## config.mk

```make
export PLATFORM = sky130hd
export DESIGN_NAME = dt_tick_scheduler
export DESIGN_NICKNAME = d
export VERILOG_FILES = /design/src/rtl/timing_pkg.sv /design/src/rtl/tick_fifo.sv /design/src/rtl/dt_tick_scheduler.sv
export SDC_FILE = /design/constraint.sdc
export NUM_CORES = 1
export LEC_CHECK = 0
export ABC_AREA = 0
export BUFFER_PORTS_ARGS = -buffer_cell sky130_fd_sc_hd__buf_2
export CAP_MARGIN = 10
export CELL_PAD_IN_SITES_DETAIL_PLACEMENT = 1
export CELL_PAD_IN_SITES_GLOBAL_PLACEMENT = 1
export CORE_ASPECT_RATIO = 0.5
export CORE_MARGIN = 2
export CORE_UTILIZATION = 48
export DETAILED_ROUTE_END_ITERATION = 7
export GPL_TIMING_DRIVEN = 0
export PLACE_DENSITY = 0.87
export SETUP_SLACK_MARGIN = 0.02
export SYNTH_ARGS = -nofsm -noshare
export SYNTH_HDL_FRONTEND = slang
export SYNTH_HIERARCHICAL = 1
export SYNTH_SLANG_ARGS = --single-unit
```

## constraint.sdc

```tcl
create_clock -name clk_i -period 4.65 [get_ports clk_i]
set_clock_uncertainty 0.2 [all_clocks]
set_input_delay 0.2325 -clock clk_i [delete_from_list [all_inputs] [get_ports clk_i]]
set_output_delay 0.2325 -clock clk_i [all_outputs]
set_load 0.05 [all_outputs]
```

## src/rtl/timing_pkg.sv

```systemverilog
// Shared types, widths and helpers for the dt-tick scheduling slice.
package timing_pkg;

    localparam int unsigned THETA_W = 12;
    localparam int unsigned DTICK_W = 16;
    localparam int unsigned FREQ_W  = 24;

    typedef enum logic [2:0] {
        ST_IDLE,
        ST_ISSUE,
        ST_WAIT,
        ST_DRAIN,
        ST_ERROR
    } state_t;

    // Ceiling log2 for elaboration-time sizing; returns 0 for 0 and 1.
    function automatic int unsigned clog2(input int unsigned v);
        int unsigned r;
        r = 0;
        for (int unsigned i = 0; i < 32; i++) begin
            if ((32'd1 << i) < v) r = i + 1;
        end
        return r;
    endfunction

endpackage

```

## src/rtl/tick_fifo.sv

```systemverilog
// Synchronous first-word-fall-through FIFO holding {last, dt_ticks} entries.
module tick_fifo
    import timing_pkg::*;
#(
    parameter  int unsigned WIDTH = DTICK_W + 1,
    parameter  int unsigned DEPTH = 8,
    localparam int unsigned AW    = clog2(DEPTH)
) (
    input  logic             clk_i,
    input  logic             nrst_i,
    input  logic             flush,
    input  logic             push,
    input  logic [WIDTH-1:0] din,
    input  logic             pop,
    output logic [WIDTH-1:0] dout,
    output logic [AW:0]      count,
    output logic             empty,
    output logic             full
);

    logic [WIDTH-1:0] mem [DEPTH];
    logic [AW-1:0]    wr_ptr;
    logic [AW-1:0]    rd_ptr;
    logic             push_ok;
    logic             pop_ok;

    assign empty   = (count == '0);
    // DEPTH is a power of two, so the count MSB alone marks full.
    assign full    = count[AW];
    assign pop_ok  = pop && !empty;
    assign push_ok = push && (!full || pop_ok);
    // Head is masked while empty so stale storage never reaches the outputs.
    assign dout    = empty ? '0 : mem[rd_ptr];

    // Storage write; no reset, reads are masked until an entry exists.
    always_ff @(posedge clk_i) begin
        if (push_ok) mem[wr_ptr] <= din;
    end

    // Pointer and occupancy tracking; flush empties without touching storage.
    always_ff @(posedge clk_i or negedge nrst_i) begin
        if (!nrst_i) begin
            wr_ptr <= '0;
            rd_ptr <= '0;
            count  <= '0;
        end else if (flush) begin
            wr_ptr <= '0;
            rd_ptr <= '0;
            count  <= '0;
        end else begin
            if (push_ok) wr_ptr <= wr_ptr + 1'b1;
            if (pop_ok)  rd_ptr <= rd_ptr + 1'b1;
            if (push_ok && !pop_ok)      count <= count + 1'b1;
            else if (pop_ok && !push_ok) count <= count - 1'b1;
        end
    end

endmodule

```

## src/rtl/dt_tick_scheduler.sv

```systemverilog
// Frame sequencer for the cordic dt-tick chain: issues one column request at a
// time, collects results into an output FIFO, handles abort and timeouts.
module dt_tick_scheduler
    import timing_pkg::*;
#(
    parameter int unsigned FRAME_COLUMNS_P = 360,
    parameter int unsigned FIFO_DEPTH_P    = 8,
    parameter int unsigned TIMEOUT_P       = 255
) (
    input  logic               clk_i,
    input  logic               nrst_i,
    input  logic               start_i,
    input  logic               abort_i,
    input  logic [FREQ_W-1:0]  freq_i,
    output logic [FREQ_W-1:0]  freq_o,
    output logic               theta_iteration_valid_o,
    output logic [THETA_W-1:0] theta_iteration_o,
    input  logic               dt_ticks_valid_i,
    input  logic [DTICK_W-1:0] dt_ticks_i,
    output logic               tick_valid_o,
    input  logic               tick_ready_i,
    output logic [DTICK_W-1:0] tick_o,
    output logic               tick_last_o,
    output logic               busy_o,
    output logic               done_o,
    output logic               timeout_o
);

    localparam int unsigned CW = clog2(FIFO_DEPTH_P) + 1;
    localparam logic [THETA_W-1:0] LAST_COL = THETA_W'(FRAME_COLUMNS_P - 1);

    state_t             state;
    state_t             state_nx;
    logic [THETA_W-1:0] col;
    logic [15:0]        wdog;
    logic [FREQ_W-1:0]  freq_q;
    logic               timeout_q;
    logic               done_q;

    logic               start_ok;
    logic               is_last;
    logic               space;
    logic               wdog_exp;
    logic               strobe;
    logic               push;
    logic               fin;
    logic               to_set;

    logic [CW-1:0]      fifo_count;
    logic               fifo_empty;
    logic               fifo_full;
    logic [DTICK_W:0]   fifo_dout;

    assign start_ok = start_i && (state == ST_IDLE || state == ST_ERROR);
    assign is_last  = (col == LAST_COL);
    assign space    = (fifo_count < CW'(FIFO_DEPTH_P));
    // The issue cycle and the current cycle both count toward the limit, so
    // the error lands TIMEOUT_P cycles after the request strobe.
    assign wdog_exp = (({1'b0, wdog} + 17'd2) >= 17'(TIMEOUT_P));

    // Next-state and per-cycle strobes; abort outranks a same-cycle result.
    always_comb begin
        state_nx = state;
        strobe   = 1'b0;
        push     = 1'b0;
        fin      = 1'b0;
        to_set   = 1'b0;
        unique case (state)
            ST_IDLE, ST_ERROR: begin
                if (start_i) state_nx = ST_ISSUE;
            end
            ST_ISSUE: begin
                if (abort_i) begin
                    state_nx = ST_IDLE;
                end else if (space) begin
                    strobe   = 1'b1;
                    state_nx = ST_WAIT;
                end
            end
            ST_WAIT: begin
                if (abort_i) begin
                    state_nx = dt_ticks_valid_i ? ST_IDLE : ST_DRAIN;
                end else if (dt_ticks_valid_i) begin
                    push = 1'b1;
                    if (is_last) begin
                        fin      = 1'b1;
                        state_nx = ST_IDLE;
                    end else begin
                        state_nx = ST_ISSUE;
                    end
                end else if (wdog_exp) begin
                    to_set   = 1'b1;
                    state_nx = ST_ERROR;
                end
            end
            ST_DRAIN: begin
                if (dt_ticks_valid_i || wdog_exp) state_nx = ST_IDLE;
            end
            default: state_nx = ST_IDLE;
        endcase
    end

    // State, column, watchdog and latched outputs.
    always_ff @(posedge clk_i or negedge nrst_i) begin
        if (!nrst_i) begin
            state     <= ST_IDLE;
            col       <= '0;
            wdog      <= '0;
            freq_q    <= '0;
            timeout_q <= 1'b0;
            done_q    <= 1'b0;
        end else begin
            state  <= state_nx;
            done_q <= fin;
            if (start_ok) begin
                freq_q    <= freq_i;
                col       <= '0;
                timeout_q <= 1'b0;
            end
            if (strobe) begin
                wdog <= '0;
            end else if ((state == ST_WAIT || state == ST_DRAIN) && wdog != '1) begin
                wdog <= wdog + 1'b1;
            end
            if (push && !is_last) col <= col + 1'b1;
            if (to_set) timeout_q <= 1'b1;
        end
    end

    tick_fifo #(
        .WIDTH (DTICK_W + 1),
        .DEPTH (FIFO_DEPTH_P)
    ) u_fifo (
        .clk_i  (clk_i),
        .nrst_i (nrst_i),
        .flush  (start_ok),
        .push   (push && !fifo_full),
        .din    ({is_last, dt_ticks_i}),
        .pop    (tick_ready_i),
        .dout   (fifo_dout),
        .count  (fifo_count),
        .empty  (fifo_empty),
        .full   (fifo_full)
    );

    assign freq_o                  = freq_q;
    assign theta_iteration_valid_o = strobe;
    assign theta_iteration_o       = col;
    assign tick_valid_o            = !fifo_empty;
    assign tick_o                  = fifo_dout[DTICK_W-1:0];
    assign tick_last_o             = fifo_dout[DTICK_W];
    assign busy_o                  = (state != ST_IDLE) && (state != ST_ERROR);
    assign done_o                  = done_q;
    assign timeout_o               = timeout_q;

endmodule

```

Yosys cells after proc, flatten, opt, wreduce, memory -nomap -nowiden
Memories as Yosys holds them, arrays and structs flattened. Index checks and enable logic that the tools add are counted.

Input port bits: 46. Logic and storage cells: 99. Output and inout port bits: 58. Memories: 1. Register bits: 67. RAM bits: 136.

Reduce and logical (&&, ||, !) cells: 29. Order comparisons: 2. Eq/ne operators: 11. $add $sub $neg: 7. Multiplexer cells: 40.

Memory list: u_fifo.mem (words 8, width 17, read ports 1, clocked after memory_dff 0, write ports 1, line tick_fifo.sv:21) `logic [WIDTH-1:0] mem [DEPTH];`.

Operator list (number): 3-bit 2-to-1 mux (11); 16-bit 2-to-1 mux (2); 12-bit 2-to-1 mux (2); 1-bit 2-to-1 mux (19); 16-bit by 2-bit adder with 17-bit output (second input constant) (1); 17-bit by 8-bit >= comparator with 1-bit output (second input constant) (1); 17-bit 2-to-1 mux (1); 16-bit by 1-bit adder with 16-bit output (second input constant) (1); 16-bit inequality test (second input constant) (1); 12-bit by 1-bit adder with 12-bit output (second input constant) (1); 12-bit by 9-bit == test with 1-bit output (second input constant) (1); 4-bit 2-to-1 mux (3); 3-bit one-hot mux with 4 select lines (1); 2-bit nonzero test (5); 1-bit logical AND (9); 3-bit by 1-bit adder with 3-bit output (second input constant) (2); 3-bit by 2-bit == test with 1-bit output (second input constant) (2); 3-bit inequality test (second input constant) (2); 3-bit nonzero test (2); 1-bit zero test (5); 4-bit by 1-bit adder with 4-bit output (second input constant) (1); 4-bit zero test (1); 1-bit logical OR (4); 4-bit < comparator (second input constant) (1); 9 further kinds (10).

Depth between registers and ports, before layout
Gate-level depths: netlist of the first run.

Word-level depth: 10. Gate-level depth with buffers: 12.

Modules after synthesis
The synthesis of the first run kept the hierarchy.

By module, submodules not included: tick_fifo (seq. area each 4334.2 um^2, instances 1, area each 5903.2 um^2, cells an instance 291); dt_tick_scheduler (seq. area each 1426.4 um^2, instances 1, area each 2870.3 um^2, cells an instance 336).

Worst setup path before layout of the first run
OpenSTA, ideal clock, no wires.

Path kind: register -> register. Start point: reg state[2]. End point: mem u_fifo/mem[0][0] (netlist name), enable pin. Data arrival time: 2.932 ns. Slack: 1.106 ns. Data required time: 4.038 ns. Setup time: 0.412 ns. Stages on the path, launching flop included: 9. Path through: dfrtp_1 > nand2b_1 > or4_1 > buf_2 > nor2_1 > buf_6 > nand2_1 > or2_2 > nor3_1.

Word-level cells in the longest chain between the ends: 6.

Ends and longest elaborated chain: start, declared (line dt_tick_scheduler.sv:32) `state_t state;`; start signal, assigned (line dt_tick_scheduler.sv:113) `state <= state_nx;`; 3-bit by 2-bit == test with 1-bit output (line dt_tick_scheduler.sv:68) `unique case (state)`; 1-bit 2-to-1 mux (line dt_tick_scheduler.sv:68); 1-bit logical AND (line dt_tick_scheduler.sv:137) `.push (push && !fifo_full),`; 1-bit logical AND (line tick_fifo.sv:31) `assign push_ok = push && (!full || pop_ok);`; 1-bit 2-to-1 mux (line tick_fifo.sv:37) `if (push_ok) mem[wr_ptr] <= din;`; 1-bit 2-to-1 mux (implied by the code) (line tick_fifo.sv:37); end, declared (line tick_fifo.sv:21).

Every way passes these cells.

Worst setup path in the final report of the first run
Start point: reg state[0]. End point: out theta_iteration_valid_o.

Word-level cells in the longest chain between the ends: 2.

Ends and longest elaborated chain: 3-bit by 1-bit == test with 1-bit output (line dt_tick_scheduler.sv:68); 1-bit 2-to-1 mux (line dt_tick_scheduler.sv:68); end, declared (line dt_tick_scheduler.sv:16) `output logic theta_iteration_valid_o,`.

Every way passes these cells.

==> run_results.csv, run 1 <==
group,metric,value,unit
run_status,status,"finished, final reports clean",
clocking,ctsRootBufferMaster,"clkbuf_16",
sta,max_freq,292,MHz
layout,nets,860,
place,dp.cells,974,
die,die_w,195,um
job,cap_violations,0,
route,wl_per_cell,21.6,um
critical_path,crit_chain,"inv_1, or3_1, nor3_1, clkbuf_1, buf_2",
clocking,cts.sinks,203,
place,gp_congestion,0.851,
critical_path,max_stage_delay,0.71,ns
place,hpwl,14400,um
global_route,grt.overflow.total,0,
sta,worst_pin_slew,0.909,ns
die,io_pins,104,
clocking,cts_tree,"built",
layout,final_cells,1051,
clocking,postCtsSetupBuffers,0,
synthesis,async_flop_share,0.330,
route,drt_pre_antenna_iters,4,
critical_path,end_kind,"output pin",
layout,antenna_cells,0,
clocking,cts_made_buffers,19,
critical_path,required,4.22,ns
global_route,grt_use_total,0.241,
die,chipHeight,99.6,um
layout,syn2layout_area_growth,23.1,%
clocking,post_cts_resize_count,0,
critical_path,path_max_fanout,10,
route,routed_via_density,5.56,
synthesis,synth_edf_count,136,
sta,finalHoldViolCount,0,
die,die_area,19400,sq um
synthesis,synth_cells,627,
pwr,power.leakage,4.30,nW
critical_path,arrival,3.00,ns
clocking,cts_max_level,1,
place,portBuffers,103,
pwr,ir_worst_vdd,0.303,mV
sta,period_minus_slack,3.43,ns
route,vias,5844,
sta,finalCritPeriodShare,0.737,
critical_path,criticalPathCategory,"reg -> out",
route,drt-initial-drc-count,462,
clocking,clock_path_buffers,3,
global_route,grt_max_degree,68,
route,post-route-drc-count,0,
global_route,grt_pass1_wl,35600,um
critical_path,startpoint_type,"flip-flop",
global_route,grt_pass1_vias,6357,
critical_path,cp_top_family,"simple AND/OR/NAND/NOR gates",
die,core_area,17600,sq um
layout,post-route-util,0.613,
synthesis,yosysWarnings,6,
sta,finalSetupViolations,0,
synthesis,ys.flop_type,"edfxtp_1",
synthesis,yosys.cell_types.count,54,
synthesis,ys_ff_latch,203,
min_path,min_path_type,"in -> reg",
die,fp-row-count,34,
synthesis,synth_fp_nets,683,
sta,rsz0062_at_grt,"false",
clocking,postCtsHoldBufs,42,
critical_path,cpMaxStageDelayCell,"nor3_1",
global_route,antenna_found_initial,0,
pwr,power_density,579,nW/um^2
clocking,cts.clk_slew.worst_paths,0.06,ns
sta,slew_violations,0,
route,wl,22700,um
synthesis,synth_seq_area_share,0.657,
route,antenna_left,0,
synthesis,syn_avg_cell_area,14.0,sq um
clocking,clk_latency,0.50,ns
sta,maxSlewHeadroom,0.389,
layout,drive_above_1_share,0.258,
synthesis,synth_area,8770,sq um
critical_path,cp_num_buf_inv,3,
die,start_util,0.498,
==> where the power goes <==
part / internal, mW / total (mW) / switching [mW]
registers: 2.10 / 2.24 / 0.144
clock network: 0.867 / 1.55 / 0.685
logic: 0.765 / 2.46 / 1.70
total: 3.73 / 6.26 / 2.53
==> metrics by stage <==
stage | hold WS (ns) | TNS, ns | cell area (sq um) | worst slack, ns | power, mW
6_report | 0.0324 | 0 | 10800 | 1.22 | 6.26
5_1_grt | 0.0343 | 0 | 10800 | 1.05 | 6.53
4_1_cts | 0.0115 | 0 | 10800 | 1.19 | 6.30
3_5_place_dp | 0.220 | 0 | 9770 | 1.38 | 4.70
3_3_place_gp | 0.223 | -3.21 | 9580 | -0.190 | 4.62
2_1_floorplan | -0.263 | 0 | 8770 | 1.11 | 4.09
==> layout make-up <==
class / instances / area, sq um
repair buffers: 156 / 1110
plain buffers: 27 / 170
clock inverters: 13 / 120
clock buffers: 21 / 483
fillers: 1768 / 6810
well taps: 234 / 293
multi-input cells: 380 / 2800
flip-flops and latches: 203 / 5760
inverters: 17 / 63.8
==> worst min-delay path, stage by stage <==
cell and delay, ns:
buf_2 0.13, nand4_1 0.09, a21oi_1 0.09, nand2_1 0.08
nand2_1 0.05
==> layout by cell type, fill, tap and decap left out, types with 6 or more instances in the layout <==
master         instances
xor2_1                13
xnor2_1                8
nand2_1              109
and3_1                 6
buf_2                109
inv_1                 16
mux2i_1               25
nor2_1                58
a21oi_1               11
nand4_1                7
dfrtp_1               67
nor2_2                 7
dlygate4sd3_1         42
mux4_2                30
o21ai_0               10
clkbuf_16             19
buf_6                 11
nand2b_1               8
nand3_1               17
clkbuf_1              12
edfxtp_1             136
nor3_1                10
ha_1                   9
==> routing by layer <==
metal  up-vias  wire length [um]  track usage
met5         -                 0            0
met4         0               400       0.0575
met3        31              1230       0.0349
met2       165             11700        0.438
met1      3003              9360        0.311
li1       2645                 -            -
==> kinds of logic (layout without fill, tap and decap cells) <==
logic type               Yosys count  in the layout  share of synthesized area
adder cells (fa/ha/maj)           10             10                     0.0151
AND/OR/NAND/NOR                  246            246                      0.125
XOR/XNOR                          21             21                     0.0210
buffers and inverters             44            234                     0.0267
AO/OA/AOI/OAI                     41             41                     0.0344
flip-flops                       203            203                      0.657
multiplexers                      62             62                      0.121
==> state kept, by name (all words and copies together) (netlist names) <==
name / count
done_o: 1
freq_o: 24
state: 3
theta_iteration_o: 12
timeout_o: 1
u_fifo/count: 4
u_fifo/mem: 136
u_fifo/rd_ptr: 3
u_fifo/wr_ptr: 3
wdog: 16
==> synthesized netlist by cell type, types with 7 or more instances <==
cell type / count / area share
a21oi_1: 11 / 0.0063
buf_2: 7 / 0.0040
buf_6: 7 / 0.0090
clkbuf_1: 10 / 0.0043
dfrtp_1: 67 / 0.19
edfxtp_1: 136 / 0.47
ha_1: 9 / 0.013
inv_1: 16 / 0.0068
mux2i_1: 25 / 0.029
mux4_2: 30 / 0.077
nand2_1: 109 / 0.047
nand2b_1: 8 / 0.0057
nand3_1: 17 / 0.0097
nand4_1: 7 / 0.0050
nor2_1: 64 / 0.027
nor3_1: 12 / 0.0068
o21ai_0: 10 / 0.0057
xnor2_1: 8 / 0.0080
xor2_1: 13 / 0.013
==> final timing paths <==
| kind | startpoint | end | slack (ns) | depth (start not counted) |
|---|---|---|---|---|
| min in group asynchronous | nrst_i | freq_o[4] | 0.22 | 2 |
| max in group asynchronous | nrst_i | freq_o[13] | 3.45 | 2 |
| setup reg to reg | state[2] | u_fifo/count[3] | 1.33 | 12 |
| hold reg to reg | freq_o[7] | freq_o[7] | 0.28 | 2 |
| hold / removal | abort_i | state[1] | 0.03 | 5 |
| setup / recovery | state[0] | theta_iteration_valid_o | 1.22 | 5 |
(Power assumes the default switching activity.)
==> run 2, diff against run 1 <==
--- a/config.mk
+++ b/config.mk
@@ -12,10 +12,10 @@
 export CELL_PAD_IN_SITES_GLOBAL_PLACEMENT = 1
 export CORE_ASPECT_RATIO = 0.5
 export CORE_MARGIN = 2
-export CORE_UTILIZATION = 48
+export CORE_UTILIZATION = 43
 export DETAILED_ROUTE_END_ITERATION = 7
 export GPL_TIMING_DRIVEN = 0
-export PLACE_DENSITY = 0.87
+export PLACE_DENSITY = 0.83
 export SETUP_SLACK_MARGIN = 0.02
 export SYNTH_ARGS = -nofsm -noshare
 export SYNTH_HDL_FRONTEND = slang
==> constraint.sdc (replaced) <==
create_clock -name clk_i -period 2.8 [get_ports clk_i]
set_clock_uncertainty 0.2 [all_clocks]
set_input_delay 0.14 -clock clk_i [delete_from_list [all_inputs] [get_ports clk_i]]
set_output_delay 0.14 -clock clk_i [all_outputs]
set_load 0.05 [all_outputs]
==> run 2 against run 1 <==
Sequential power is 67% higher; worst setup slack lost 1.2 ns; non-clock buffer count increased by 17; flip-flop and latch count unchanged; combinational power grew 73%; critical path depth rose by 5; power rose by 70%; register-to-register slack worse by 1.3 ns; global-route usage down 2.4 points; largest cell class unchanged.
==> run_results.csv, run 2 (synthesis gave the netlist of run 1 again) <==
group,metric,value,unit
pwr,finalPower,10.6,mW
critical_path,required,3.02,ns
pwr,power_density,946,nW/um^2
route,wl,23000,um
route,routed_via_density,5.35,
die,fp-row-count,36,
sta,finalSetupViolations,0,
sta,maxSlewHeadroom,0.398,
layout,post-route-util,0.569,
global_route,grt_max_degree,68,
critical_path,rr_startpoint,"state[0]",
global_route,grt_use_total,0.217,
place,gp_congestion,0.843,
global_route,grt.overflow.total,0,
die,core_area,19700,sq um
clocking,ctsRootBufferMaster,"clkbuf_16",
layout,antenna_cells,0,
clocking,clk_latency,0.49,ns
critical_path,r2r-end,"u_fifo/count[3]",
die,die_w,206,um
place,hpwl,13900,um
clocking,cts_max_level,1,
route,drt-initial-drc-count,425,
layout,syn2layout_area_growth,28.0,%
layout,top_register,"u_fifo/mem",
sta,period_minus_slack,2.79,ns
pwr,power.leakage,4.42,nW
route,post-route-drc-count,0,
critical_path,reg2reg_slack,0.01,ns
layout,final_cells,1101,
route,wl_per_cell,20.9,um
pwr,ir_worst_vdd,0.612,mV
critical_path,cpMaxStageDelayCell,"or4_4",
place,placed_area,9790,sq um
critical_path,startpoint_type,"flip-flop",
global_route,grt_pass1_wl,36200,um
route,drt_pre_antenna_iters,5,
die,chipHeight,105,um
min_path,min_path_type,"in -> async",
sta,worst_pin_slew,0.904,ns
sta,slew_violations,0,
layout,design_area,11200,sq um
sta,rsz0062_at_grt,"true",
run_status,status,"finished, final reports clean",
critical_path,r2r.worst_path.cells,10,
route,vias,5892,
clocking,cts_tree,"built",
critical_path,path_max_fanout,4,
die,die_area,21600,sq um
clocking,clock_path_buffers,3,
place,portBuffers,103,
clocking,cts_made_buffers,20,
layout,layout_common_cells,"edfxtp_1, nand2_1, buf_2",
sta,finalHoldViolCount,0,
die,start_util,0.445,
global_route,antenna_found_initial,0,
layout,largest_reg_flops,136,
layout,drive_above_1_share,0.293,
sta,max_freq,359,MHz
clocking,cts.sinks,203,
job,cap_violations,0,
route,antenna_left,0,
critical_path,criticalPathCategory,"reg -> reg",
critical_path,crit_chain,"or4_4, nor2_4, buf_6, nand2b_4, or2_4, ha_4, a21o_1, a21oi_2, or3b_4, a31oi_4",
die,io_pins,104,
layout,layout_commonest_cell,"edfxtp_1",
sta,finalCritPeriodShare,0.996,
global_route,grt_pass1_vias,6422,
place,dp.cells,1000,
critical_path,arrival,3.01,ns
clocking,cts.clk_slew.worst_paths,0.07,ns
layout,nets,878,
critical_path,end_kind,"flip-flop",
critical_path,max_stage_delay,0.56,ns
==> run 2: changes by cell type in the layout (fill, tap and decap cells not counted), moves of 4 or more <==
| cell | change |
|---|---|
| buf_12 | +6 |
| buf_4 | +11 |
| dlygate4sd3_1 | +5 |
| nor2_2 | -4 |
| nor2_4 | +5 |
| nor3_1 | -4 |
==> run 2: cell type report <==
cell class              count  area (sq um)
clock inverters            11          91.3
plain buffers              25           164
multi-input cells         380          2960
clock buffers              24           536
well taps                 266           333
repair buffers            175          1320
inverters                  17          63.8
fillers                  1988          8500
flip-flops and latches    203          5760
==> run 2: power by group <==
group,internal (mW),leakage [nW],switching (mW)
Sequential,3.49,2.11,0.253
Clock,1.46,0.313,1.16
Combinational,1.37,2.00,2.89
==> run 2: through the flow <==
stage / hold WS [ns] / TNS, ns / setup WS, ns
floorplan: -0.356 / -0.942 / -0.0130
global placement: 0.130 / -82.61 / -0.794
detailed placement: 0.134 / -44.93 / -0.647
CTS: 0.154 / -0.0325 / -0.0325
global route: 0.183 / -2.11 / -0.0871
finish: 0.0989 / 0 / 0.0121
==> run 2: worst max-delay path, delay by kind of cell, from the launching register on <==
kind            cells  cell delay (ns)
fa+ha+maj           1             0.26
flops               1             0.42
buf+inv             1             0.12
compound gates      3             0.32
simple gates        5             1.38
==> run 2: worst max-delay path by stage <==
stage / from / slack, ns / end / cells past startpoint
2_1_floorplan: state[2] / -0.01 / u_fifo/mem[7][0] / 7
3_3_place_gp: state[0] / -0.79 / u_fifo/mem[5][12] / 6
3_5_place_dp: state[2] / -0.65 / u_fifo/mem[4][8] / 8
4_1_cts: state[2] / -0.03 / u_fifo/count[3] / 11
5_1_grt: state[2] / -0.09 / u_fifo/mem[7][15] / 7
6_report: state[0] / 0.01 / u_fifo/count[3] / 10
==> run 2: layer usage <==
layer | vias up | wire length [um] | GRT usage
li1 | 2684 | - | -
met1 | 3012 | 9900 | 0.291
met2 | 154 | 11500 | 0.367
met3 | 42 | 1040 | 0.0377
met4 | 0 | 542 | 0.0577
met5 | - | 0 | 0
==> run 2: what timing repair did <==
| item | 4_1_cts | 5_1_grt |
|---|---|---|
| buffers inserted | 15 | 6 |
| gates resized for setup | 13 | 11 |
| hold buffers | 47 | 0 |
| setup endpoints to repair | 141 | 87 |
| hold endpoints to repair | 234 | 0 |
| pin swaps | 5 | 4 |
| cloned | 0 | 1 |
